**src/rtl/state_machine_pkg.sv**
```systemverilog
// Shared definitions for the command state machine: command and response codes,
// FSM state encoding and the wait-state timeout limit.
package state_machine_pkg;

  localparam logic [7:0] CMD_RDSR = 8'h52;  // 'R'
  localparam logic [7:0] CMD_RDCR = 8'h45;  // 'E'
  localparam logic [7:0] CMD_WRCR = 8'h47;  // 'G'

  localparam logic [7:0] RSP_ERR     = 8'h3F;  // '?'
  localparam logic [7:0] RSP_TIMEOUT = 8'h54;  // 'T'

  localparam logic [7:0] CSR_WORD_BYTES = 8'd4;

  localparam int unsigned TIMEOUT_LIMIT = 65536;
  localparam int          TIMEOUT_CNT_W = 16;
  localparam logic [TIMEOUT_CNT_W-1:0] TIMEOUT_LAST = TIMEOUT_CNT_W'(TIMEOUT_LIMIT - 1);

  typedef enum logic [3:0] {
    IDLE,
    DECODE,
    CSR_REQ,
    CSR_WAIT,
    RAM_WR,
    RAM_WR_WAIT,
    RAM_RD,
    RAM_RD_WAIT,
    RESP
  } state_t;

  function automatic logic is_csr_read(input logic [7:0] cmd);
    return (cmd == CMD_RDSR) || (cmd == CMD_RDCR);
  endfunction

endpackage

```
**src/rtl/state_machine_if.sv**
```systemverilog
// Command, response, scratch-RAM and CSR-engine signals of the command state machine.
// master: the state machine itself; slave: the surrounding host, RAM sequencers and CSR engine.
interface state_machine_if;

  logic        start_rx;
  logic [7:0]  cmd_rx;
  logic [7:0]  len_rx;

  logic        start_tx;
  logic [7:0]  cmd_tx;
  logic [7:0]  len_tx;

  logic        start_rd_ram;
  logic [7:0]  start_rd_addr;
  logic        done_rd_ram;
  logic [31:0] rd_word;

  logic        start_wr_ram;
  logic [7:0]  start_wr_addr;
  logic [31:0] wr_word;
  logic        done_wr_ram;

  logic        start_rdsr;
  logic        start_rdcr;
  logic        start_wrcr;
  logic [31:0] rd_data_csr;
  logic [31:0] wr_data_csr;
  logic        done_csr;

  logic        done_getimg;
  logic        done_data;

  modport master (
    input  start_rx, cmd_rx, len_rx,
    output start_tx, cmd_tx, len_tx,
    output start_rd_ram, start_rd_addr,
    input  done_rd_ram, rd_word,
    output start_wr_ram, start_wr_addr, wr_word,
    input  done_wr_ram,
    output start_rdsr, start_rdcr, start_wrcr, wr_data_csr,
    input  rd_data_csr, done_csr,
    input  done_getimg, done_data
  );

  modport slave (
    output start_rx, cmd_rx, len_rx,
    input  start_tx, cmd_tx, len_tx,
    input  start_rd_ram, start_rd_addr,
    output done_rd_ram, rd_word,
    input  start_wr_ram, start_wr_addr, wr_word,
    output done_wr_ram,
    input  start_rdsr, start_rdcr, start_wrcr, wr_data_csr,
    output rd_data_csr, done_csr,
    output done_getimg, done_data
  );

endinterface

```
**src/rtl/state_machine.sv**
```systemverilog
// Command sequencer: moves CSR words between the CSR engine and scratch RAM word 0.
// Define STATE_MACHINE_TIMEOUT_EN to abort wait states after TIMEOUT_LIMIT idle cycles.
module state_machine
  import state_machine_pkg::*;
#(
  parameter int NUMBER = 256
) (
  input  logic            clk,
  input  logic            reset,
  state_machine_if.master bus
);

  if ((NUMBER < 4) || (NUMBER > 256)) begin : g_number_check
    $error("state_machine: NUMBER must lie in 4..256");
  end

  state_t      state_reg, state_next;
  logic [7:0]  cmd_reg, cmd_next;
  logic [7:0]  len_reg, len_next;
  logic [31:0] csr_data_reg, csr_data_next;
  logic [31:0] wr_data_csr_reg, wr_data_csr_next;
  logic [7:0]  cmd_tx_reg, cmd_tx_next;
  logic [7:0]  len_tx_reg, len_tx_next;

  logic start_tx_c;
  logic start_rd_ram_c;
  logic start_wr_ram_c;
  logic start_rdsr_c;
  logic start_rdcr_c;
  logic start_wrcr_c;

  // Reserved inputs, intentionally unused.
  logic unused_inputs;
  assign unused_inputs = ^{bus.done_getimg, bus.done_data};

`ifdef STATE_MACHINE_TIMEOUT_EN
  logic [TIMEOUT_CNT_W-1:0] wait_cnt_reg, wait_cnt_next;
  logic                     in_wait;

  assign in_wait = (state_reg == CSR_WAIT) || (state_reg == RAM_WR_WAIT) ||
                   (state_reg == RAM_RD_WAIT);

  always_ff @(posedge clk) begin
    if (reset) begin
      wait_cnt_reg <= '0;
    end else begin
      wait_cnt_reg <= wait_cnt_next;
    end
  end
`endif

  always_ff @(posedge clk) begin
    if (reset) begin
      state_reg       <= IDLE;
      cmd_reg         <= '0;
      len_reg         <= '0;
      csr_data_reg    <= '0;
      wr_data_csr_reg <= '0;
      cmd_tx_reg      <= '0;
      len_tx_reg      <= '0;
    end else begin
      state_reg       <= state_next;
      cmd_reg         <= cmd_next;
      len_reg         <= len_next;
      csr_data_reg    <= csr_data_next;
      wr_data_csr_reg <= wr_data_csr_next;
      cmd_tx_reg      <= cmd_tx_next;
      len_tx_reg      <= len_tx_next;
    end
  end

  always_comb begin
    state_next       = state_reg;
    cmd_next         = cmd_reg;
    len_next         = len_reg;
    csr_data_next    = csr_data_reg;
    wr_data_csr_next = wr_data_csr_reg;
    cmd_tx_next      = cmd_tx_reg;
    len_tx_next      = len_tx_reg;
    start_tx_c       = 1'b0;
    start_rd_ram_c   = 1'b0;
    start_wr_ram_c   = 1'b0;
    start_rdsr_c     = 1'b0;
    start_rdcr_c     = 1'b0;
    start_wrcr_c     = 1'b0;

    case (state_reg)
      IDLE: begin
        if (bus.start_rx) begin
          cmd_next   = bus.cmd_rx;
          len_next   = bus.len_rx;
          state_next = DECODE;
        end
      end

      DECODE: begin
        if (is_csr_read(cmd_reg)) begin
          state_next = CSR_REQ;
        end else if ((cmd_reg == CMD_WRCR) && (len_reg >= CSR_WORD_BYTES)) begin
          state_next = RAM_RD;
        end else begin
          cmd_tx_next = RSP_ERR;
          len_tx_next = 8'd0;
          state_next  = RESP;
        end
      end

      // Shared by all three commands; WRCR arrives here after its RAM read.
      CSR_REQ: begin
        start_rdsr_c = (cmd_reg == CMD_RDSR);
        start_rdcr_c = (cmd_reg == CMD_RDCR);
        start_wrcr_c = (cmd_reg == CMD_WRCR);
        state_next   = CSR_WAIT;
      end

      CSR_WAIT: begin
        if (bus.done_csr) begin
          if (cmd_reg == CMD_WRCR) begin
            cmd_tx_next = CMD_WRCR;
            len_tx_next = 8'd0;
            state_next  = RESP;
          end else begin
            csr_data_next = bus.rd_data_csr;
            state_next    = RAM_WR;
          end
        end
      end

      RAM_WR: begin
        start_wr_ram_c = 1'b1;
        state_next     = RAM_WR_WAIT;
      end

      RAM_WR_WAIT: begin
        if (bus.done_wr_ram) begin
          cmd_tx_next = cmd_reg;
          len_tx_next = CSR_WORD_BYTES;
          state_next  = RESP;
        end
      end

      RAM_RD: begin
        start_rd_ram_c = 1'b1;
        state_next     = RAM_RD_WAIT;
      end

      RAM_RD_WAIT: begin
        if (bus.done_rd_ram) begin
          wr_data_csr_next = bus.rd_word;
          state_next       = CSR_REQ;
        end
      end

      RESP: begin
        start_tx_c = 1'b1;
        state_next = IDLE;
      end

      default: begin
        state_next = IDLE;
      end
    endcase

`ifdef STATE_MACHINE_TIMEOUT_EN
    // Counter restarts from zero on every entry into a wait state.
    wait_cnt_next = in_wait ? (wait_cnt_reg + 1'b1) : '0;
    if (in_wait && (state_next == state_reg) && (wait_cnt_reg == TIMEOUT_LAST)) begin
      cmd_tx_next = RSP_TIMEOUT;
      len_tx_next = 8'd0;
      state_next  = RESP;
    end
`endif
  end

  // Outputs are forced low for as long as reset is held, not just after its edge.
  assign bus.start_tx      = start_tx_c & ~reset;
  assign bus.cmd_tx        = reset ? 8'd0 : cmd_tx_reg;
  assign bus.len_tx        = reset ? 8'd0 : len_tx_reg;
  assign bus.start_rd_ram  = start_rd_ram_c & ~reset;
  assign bus.start_rd_addr = 8'd0;
  assign bus.start_wr_ram  = start_wr_ram_c & ~reset;
  assign bus.start_wr_addr = 8'd0;
  assign bus.wr_word       = reset ? 32'd0 : csr_data_reg;
  assign bus.start_rdsr    = start_rdsr_c & ~reset;
  assign bus.start_rdcr    = start_rdcr_c & ~reset;
  assign bus.start_wrcr    = start_wrcr_c & ~reset;
  assign bus.wr_data_csr   = reset ? 32'd0 : wr_data_csr_reg;

endmodule

```
**src/flat_wrapper.sv**
```systemverilog
// flat-port wrapper written by rule: the top's interface ports become plain ports
module state_machine_flat import state_machine_pkg::*;
#(
  parameter int NUMBER = 256
)
  (clk, reset, bus_start_rx, bus_cmd_rx, bus_len_rx, bus_start_tx, bus_cmd_tx, bus_len_tx, bus_start_rd_ram, bus_start_rd_addr, bus_done_rd_ram, bus_rd_word, bus_start_wr_ram, bus_start_wr_addr, bus_wr_word, bus_done_wr_ram, bus_start_rdsr, bus_start_rdcr, bus_start_wrcr, bus_wr_data_csr, bus_rd_data_csr, bus_done_csr, bus_done_getimg, bus_done_data);
  state_machine_if bus_i ();
  input  logic clk;
  input  logic reset;
  input wire logic [$bits(bus_i.start_rx)-1:0] bus_start_rx;
  input wire logic [$bits(bus_i.cmd_rx)-1:0] bus_cmd_rx;
  input wire logic [$bits(bus_i.len_rx)-1:0] bus_len_rx;
  output wire logic [$bits(bus_i.start_tx)-1:0] bus_start_tx;
  output wire logic [$bits(bus_i.cmd_tx)-1:0] bus_cmd_tx;
  output wire logic [$bits(bus_i.len_tx)-1:0] bus_len_tx;
  output wire logic [$bits(bus_i.start_rd_ram)-1:0] bus_start_rd_ram;
  output wire logic [$bits(bus_i.start_rd_addr)-1:0] bus_start_rd_addr;
  input wire logic [$bits(bus_i.done_rd_ram)-1:0] bus_done_rd_ram;
  input wire logic [$bits(bus_i.rd_word)-1:0] bus_rd_word;
  output wire logic [$bits(bus_i.start_wr_ram)-1:0] bus_start_wr_ram;
  output wire logic [$bits(bus_i.start_wr_addr)-1:0] bus_start_wr_addr;
  output wire logic [$bits(bus_i.wr_word)-1:0] bus_wr_word;
  input wire logic [$bits(bus_i.done_wr_ram)-1:0] bus_done_wr_ram;
  output wire logic [$bits(bus_i.start_rdsr)-1:0] bus_start_rdsr;
  output wire logic [$bits(bus_i.start_rdcr)-1:0] bus_start_rdcr;
  output wire logic [$bits(bus_i.start_wrcr)-1:0] bus_start_wrcr;
  output wire logic [$bits(bus_i.wr_data_csr)-1:0] bus_wr_data_csr;
  input wire logic [$bits(bus_i.rd_data_csr)-1:0] bus_rd_data_csr;
  input wire logic [$bits(bus_i.done_csr)-1:0] bus_done_csr;
  input wire logic [$bits(bus_i.done_getimg)-1:0] bus_done_getimg;
  input wire logic [$bits(bus_i.done_data)-1:0] bus_done_data;
  assign bus_i.start_rx = bus_start_rx;
  assign bus_i.cmd_rx = bus_cmd_rx;
  assign bus_i.len_rx = bus_len_rx;
  assign bus_start_tx = bus_i.start_tx;
  assign bus_cmd_tx = bus_i.cmd_tx;
  assign bus_len_tx = bus_i.len_tx;
  assign bus_start_rd_ram = bus_i.start_rd_ram;
  assign bus_start_rd_addr = bus_i.start_rd_addr;
  assign bus_i.done_rd_ram = bus_done_rd_ram;
  assign bus_i.rd_word = bus_rd_word;
  assign bus_start_wr_ram = bus_i.start_wr_ram;
  assign bus_start_wr_addr = bus_i.start_wr_addr;
  assign bus_wr_word = bus_i.wr_word;
  assign bus_i.done_wr_ram = bus_done_wr_ram;
  assign bus_start_rdsr = bus_i.start_rdsr;
  assign bus_start_rdcr = bus_i.start_rdcr;
  assign bus_start_wrcr = bus_i.start_wrcr;
  assign bus_wr_data_csr = bus_i.wr_data_csr;
  assign bus_i.rd_data_csr = bus_rd_data_csr;
  assign bus_i.done_csr = bus_done_csr;
  assign bus_i.done_getimg = bus_done_getimg;
  assign bus_i.done_data = bus_done_data;
  state_machine #(.NUMBER(NUMBER)) u_core (.clk(clk), .reset(reset), .bus(bus_i));
endmodule
```
**config.mk**
```make
export PLATFORM = sky130hd
export DESIGN_NAME = state_machine_flat
export DESIGN_NICKNAME = d
export VERILOG_FILES = /design/src/rtl/state_machine_pkg.sv /design/src/rtl/state_machine_if.sv /design/src/rtl/state_machine.sv /design/src/flat_wrapper.sv
export SDC_FILE = /design/constraint.sdc
export NUM_CORES = 1
export LEC_CHECK = 0
export ABC_CLOCK_PERIOD_IN_PS = 2600
export CAP_MARGIN = 20
export CORE_MARGIN = 5
export CORE_UTILIZATION = 43
export CTS_BUF_LIST = sky130_fd_sc_hd__clkbuf_4 sky130_fd_sc_hd__clkbuf_8
export DETAILED_ROUTE_END_ITERATION = 12
export GPL_TIMING_DRIVEN = 0
export PLACE_DENSITY = 0.9
export SYNTH_ARGS = -nofsm -noshare
export SYNTH_HDL_FRONTEND = slang
export SYNTH_SLANG_ARGS = --single-unit
```
**constraint.sdc**
```tcl
create_clock -name clk -period 2.6 [get_ports clk]
set_input_delay 0.39 -clock clk [delete_from_list [all_inputs] [get_ports clk]]
set_output_delay 0.39 -clock clk [all_outputs]
set_load 0.01 [all_outputs]
```
# Yosys cells after proc, flatten, opt, wreduce, memory -nomap -nowiden
# Cells that the tools add are included.
[word_totals] regBits=100 input_bits=88 output_inout_bits=102 word_cells=73
[classes] n_lt_le_gt_ge=1 n_eq_ne=18 n_mux=30 bitwise=8 n_reduce_logical=9
[op_table] op="$mux W8" count=12
[op_table] op="$mux W32" count=2
[op_table] op="$pmux W8 S3" count=2
[op_table] op="$pmux W4 S8" count=1
[op_table] op="$mux W4" count=7
[op_table] op="$eq A8 B7 Y1 const B" count=3
[op_table] op="$eq A4 B3 Y1 const B" count=4
[op_table] op="$ne A2 B2 Y1 const B" count=6
[op_table] op="$eq A4 B2 Y1 const B" count=2
[op_table] op="$ge A8 B3 Y1 const B" count=1
[op_table] op="$and A1 B1 Y1" count=6
[op_table] op="$mux W1" count=6
[op_table] op="$reduce_and A6 Y1" count=1
[op_table] op="$eq A4 B1 Y1 const B" count=1
[op_table] op="$eq A4 B4 Y1 const B" count=1
[op_table] op="$logic_not A4 Y1" count=1
[op_table] op="$reduce_and A2 Y1" count=2
[op_table] op="$reduce_and A4 Y1" count=1
[op_table] op="$reduce_and A3 Y1" count=1
[op_table] op="$reduce_bool A3 Y1" count=1
[op_table] op="$ne A2 B1 Y1 const B" count=1
[op_table] op="$not A1 Y1" count=2
[op_table] op="$logic_and A1 B1 Y1" count=1
[op_table] op="$logic_or A1 B1 Y1" count=1

# Longest topological paths before layout
[logic_depth] ltp_word=5 depth_mapped=7 depth_no_buf=5

# Least setup slack after synthesis
# Ideal clock, no wire load.
[synth_path] path_kind="register to register" from="register u_core.cmd_reg[7]" to="register u_core.state_reg[2]" setup_ns=0.067 arrival_time_ns=1.717 t_required_ns=2.533 path_slack_ns=0.815 stages_incl_launch_ff=6 n_path_buf=0 synth_period_minus_slack_ns=1.785 cell_sequence="dfxtp_1 -> nor4b_4 -> nand4_4 -> or4_1 -> a211o_1 -> a21oi_2"
[synth_via] elab_chain_len=5 word_cells_on_any_way=10
[synth_lines] element="from (decl)" line_no="state_machine.sv:18" text="logic [7:0] cmd_reg, cmd_next;"
[synth_lines] element="from (signal assigned)" line_no="state_machine.sv:63" text="cmd_reg <= cmd_next;"
[synth_lines] element="$eq A8 B7 Y1" line_no="state_machine.sv:99, state_machine.sv:118"
[synth_lines] element="$logic_and A1 B1 Y1" line_no="state_machine.sv:99" text="end else if ((cmd_reg == CMD_WRCR) && (len_reg >= CSR_WORD_BYTES)) begin"
[synth_lines] element="$mux W4" line_no="state_machine.sv:99"
[synth_lines] element="$mux W4" line_no="state_machine.sv:97" text="if (is_csr_read(cmd_reg)) begin"
[synth_lines] element="$pmux W4 S8 *" line_no="state_machine.sv:87" text="case (state_reg)"
[synth_lines] element="to (signal assigned)" line_no="state_machine.sv:62" text="state_reg <= state_next;"
[synth_lines] element="to (decl)" line_no="state_machine.sv:17" text="state_t state_reg, state_next;"
# Every way passes the cells marked *; elsewhere a longest branch is shown, timed or not. The select of a mux whose other input is x is not followed.
# A chain may end at the register's enable or synchronous reset.

# Worst setup path after layout
[layout_path] from="register u_core.cmd_reg[5]" to="output port bus_start_wrcr"
[layout_via] elab_chain_len=3
[layout_lines] element="$eq A8 B7 Y1" line_no="state_machine.sv:112" text="start_wrcr_c = (cmd_reg == CMD_WRCR);"
[layout_lines] element="$mux W1" line_no="state_machine.sv:87"
[layout_lines] element="$and A1 B1 Y1" line_no="state_machine.sv:186" text="assign bus.start_wrcr = start_wrcr_c & ~reset;"
[layout_lines] element="to (decl)" line_no="flat_wrapper.sv:26" text="output wire logic [$bits(bus_i.start_wrcr)-1:0] bus_start_wrcr;"
# No other way between the ends.

==> results.tsv <==
metric	value	unit
postLayoutCellArea	6222	sq um
worstMarginPinSlew	0.7487	ns
synth_most_common_cell	nand2_1	
num_vias	4178	
syn_avg_cell_area	7.546	sq um
synth_top_area_share	43.90	%
setup_slack	0.05736	ns
areaGrowthSynthToFinish	49.92	%
slew_headroom	49.71	%
timing.fmax	393.3	MHz
timing.rr.start	u_core.state_reg[2]$_SDFFE_PP0P_	
place_area	6016	sq um
initial_core_util	44.49	%
ys_seq_area_share	43.90	%
drive_above_1_share	8.545	%
synth.area.mux_share	0.8140	%
num_antenna_cells	0	
hp-class	flip-flop to flip-flop	
dieArea	11720	sq um
vias_per_cell	4.759	
syn_inst	550	
routed_wl	12160	um
final_core_utilization	66.71	%
wl_per_cell	13.85	um
r2r_setup_slack	0.36	ns
cts.sink_count	91	
cts.path.max_buffers	2	
p_leak	0.002251	uW
synthXorXnorAreaFrac	0	%
portBuffers	162	
fin_cells	878	
rsz0062_at_grt	false	
tritoncts	built	
coreArea	9328	sq um
track_usage	19.94	%
synth_top_family_by_area	simple AND/OR/NAND/NOR gates	
num-nets-final	833	
fin_crit_sh	97.79	%
place.gp.congestion	0.8132	
row_count	35	
synth_compound_area_share	13.69	%
layout_min_cycle_time	2.543	ns
worstPathArrival	2.15	ns
place_hpwl	9606	um
clk_pin_slew_worst_paths	0.08	ns
worstRegToRegCells	6	
antenna_found_initial	0	
synth_simple_gate_area_share	33.68	%
post_cts_buffers	0	
yosysUniqueCellTypes	38	
start_kind	flip-flop	
drv_slew	0	
grt_pass1_wl	18710	um
end_kind	output pin	
dp_worst_setup_slack	-0.2770	ns
p_per_area	441.3	nW/um^2
cp_max_fo	7	
holdPathStages	2	
synth.area.top_cells	dfxtp_1 44%, nand2_1 15%, nor2b_1 12%	
grt_max_degree	16	
setup_viol	0	
clk_root_buffer_cell	clkbuf_8	
gr-total-overflow	0	
synth_fa_ha_area_share	0	%
hold_ws	0.4543	ns
drv_cap	0	
timing_worst_setup_path_type	flip-flop to output pin	
synth_seq_cells	91	
nFillCells	822	
drt_iter0_markers	135	
hp-start	u_core.csr_data_reg[8]$_SDFFE_PP0P_	
synth_commonest_cells	162 x nand2_1, 91 x dfxtp_1, 86 x a21oi_1	
cts_buffers	9	
synth_largest_area_cell	dfxtp_1	
ant_nets	0	
worst_ep_required_time	2.21	ns
peakVddDrop	0.3354	mV
status	finished clean	
grt_pass1_vias	4079	
drt_pass1_iterations	4	
syn_area	4150	sq um
synth_warnings	0	
synthArstFlopShare	0	%
fp.dieW	108.2	um
dp_cells	863	
skew	0.01103	ns
synth_top_flop_cell	dfxtp_1	
synth-edff-count	0	
htreeDepth	3	
whs_endpoint	u_core.csr_data_reg[8]$_SDFFE_PP0P_	
hold_violations	0	
hold_buffers	0	
ios	190	
die_y	108.2	um
drc	0	
clk_latency	0.36	ns
timing.rr.end	u_core.wr_data_csr_reg[30]$_SDFFE_PP0P_	
==> routing by layer <==
metal	up-vias	global-route usage (%)	share of wire, %
li1	2126	-	-
met1	1911	23.66	42
met2	132	35.83	50
met3	9	4.000	7.2
met4	0	6.763	0.96
met5	-	0	0
==> area by class of cell <==
| cell class | instances | area, sq um | area share [%] |
|---|---|---|---|
| clock inverters | 6 | 67.56 | 1.086 |
| inverters | 1 | 3.754 | 0.06033 |
| plain buffers | 61 | 332.8 | 5.349 |
| repair buffers | 162 | 1620 | 26.04 |
| multi-input cells | 419 | 2091 | 33.60 |
| well taps | 129 | 161.4 | 2.594 |
| flip-flops and latches | 91 | 1822 | 29.28 |
| clock buffers | 9 | 123.9 | 1.991 |
==> cells by family (layout without fill, tap and decap cells) <==
logic type      after synthesis  count (layout)
mux                           3               3
simple gates                287             287
flops                        91              91
buf+inv                      62             239
compound gates              106             106
other cells                   1              23
==> cells in the final DEF, fill, tap and decap left out, drive strengths merged, types with 3 or more instances in the layout <==
cell type	Yosys	layout
nand3b	3	3
a211oi	3	3
nor2b	78	78
o22ai	3	3
clkbuf	33	41
a21oi	87	87
nand2b	4	4
mux2	3	3
nor2	12	12
conb	1	23
buf	28	29
clkinv	0	3
and3	3	3
nand3	3	3
nor3	8	8
dfxtp	91	91
or3	3	3
o21ai	7	7
nand2	162	162
clkdlybuf4s50	0	161
==> worst max path at each step <==
stage / from / to / slack [ns] / depth (start not counted)
finish: u_core.cmd_reg[5]$_SDFFE_PP0P_ / bus_start_wrcr / 0.06 / 4
global route: u_core.cmd_reg[5]$_SDFFE_PP0P_ / bus_start_wrcr / 0.009 / 4
CTS: reset / bus_wr_word[11] / 0.009 / 5
detailed placement: reset / bus_cmd_tx[5] / -0.28 / 5
global placement: reset / bus_cmd_tx[3] / -0.25 / 5
floorplan: u_core.cmd_reg[7]$_SDFFE_PP0P_ / u_core.state_reg[2]$_SDFFE_PP0P_ / 0.82 / 5
==> critical path: stages, from the launching register on <==
cell	delay, ns
dfxtp_1	0.35
nor4b_4	0.42
nand4_4	0.20
nor3_1	0.25
clkdlybuf4s50_1	0.59
==> stage by stage <==
stage | total power [uW] | setup TNS [ns]
finish | 2746 | 0
global placement | 1832 | -11.60
global route | 2858 | 0
CTS | 2757 | 0
detailed placement | 1841 | -13.53
floorplan | 1654 | 0
==> what timing repair did <==
item / in CTS / in global routing
hold endpoints to repair: 0 / 0
pin swaps: 0 / 1
setup endpoints to repair: 63 / 17
resized for setup: 9 / 4
==> power by group <==
part	internal, uW	switching [uW]	leakage [uW]	total, uW
Sequential	1420	24.2	0.000736	1450
Combinational	203	167	0.00142	369
Clock	440	489	0.0000913	930
(Power assumes the default switching activity.)
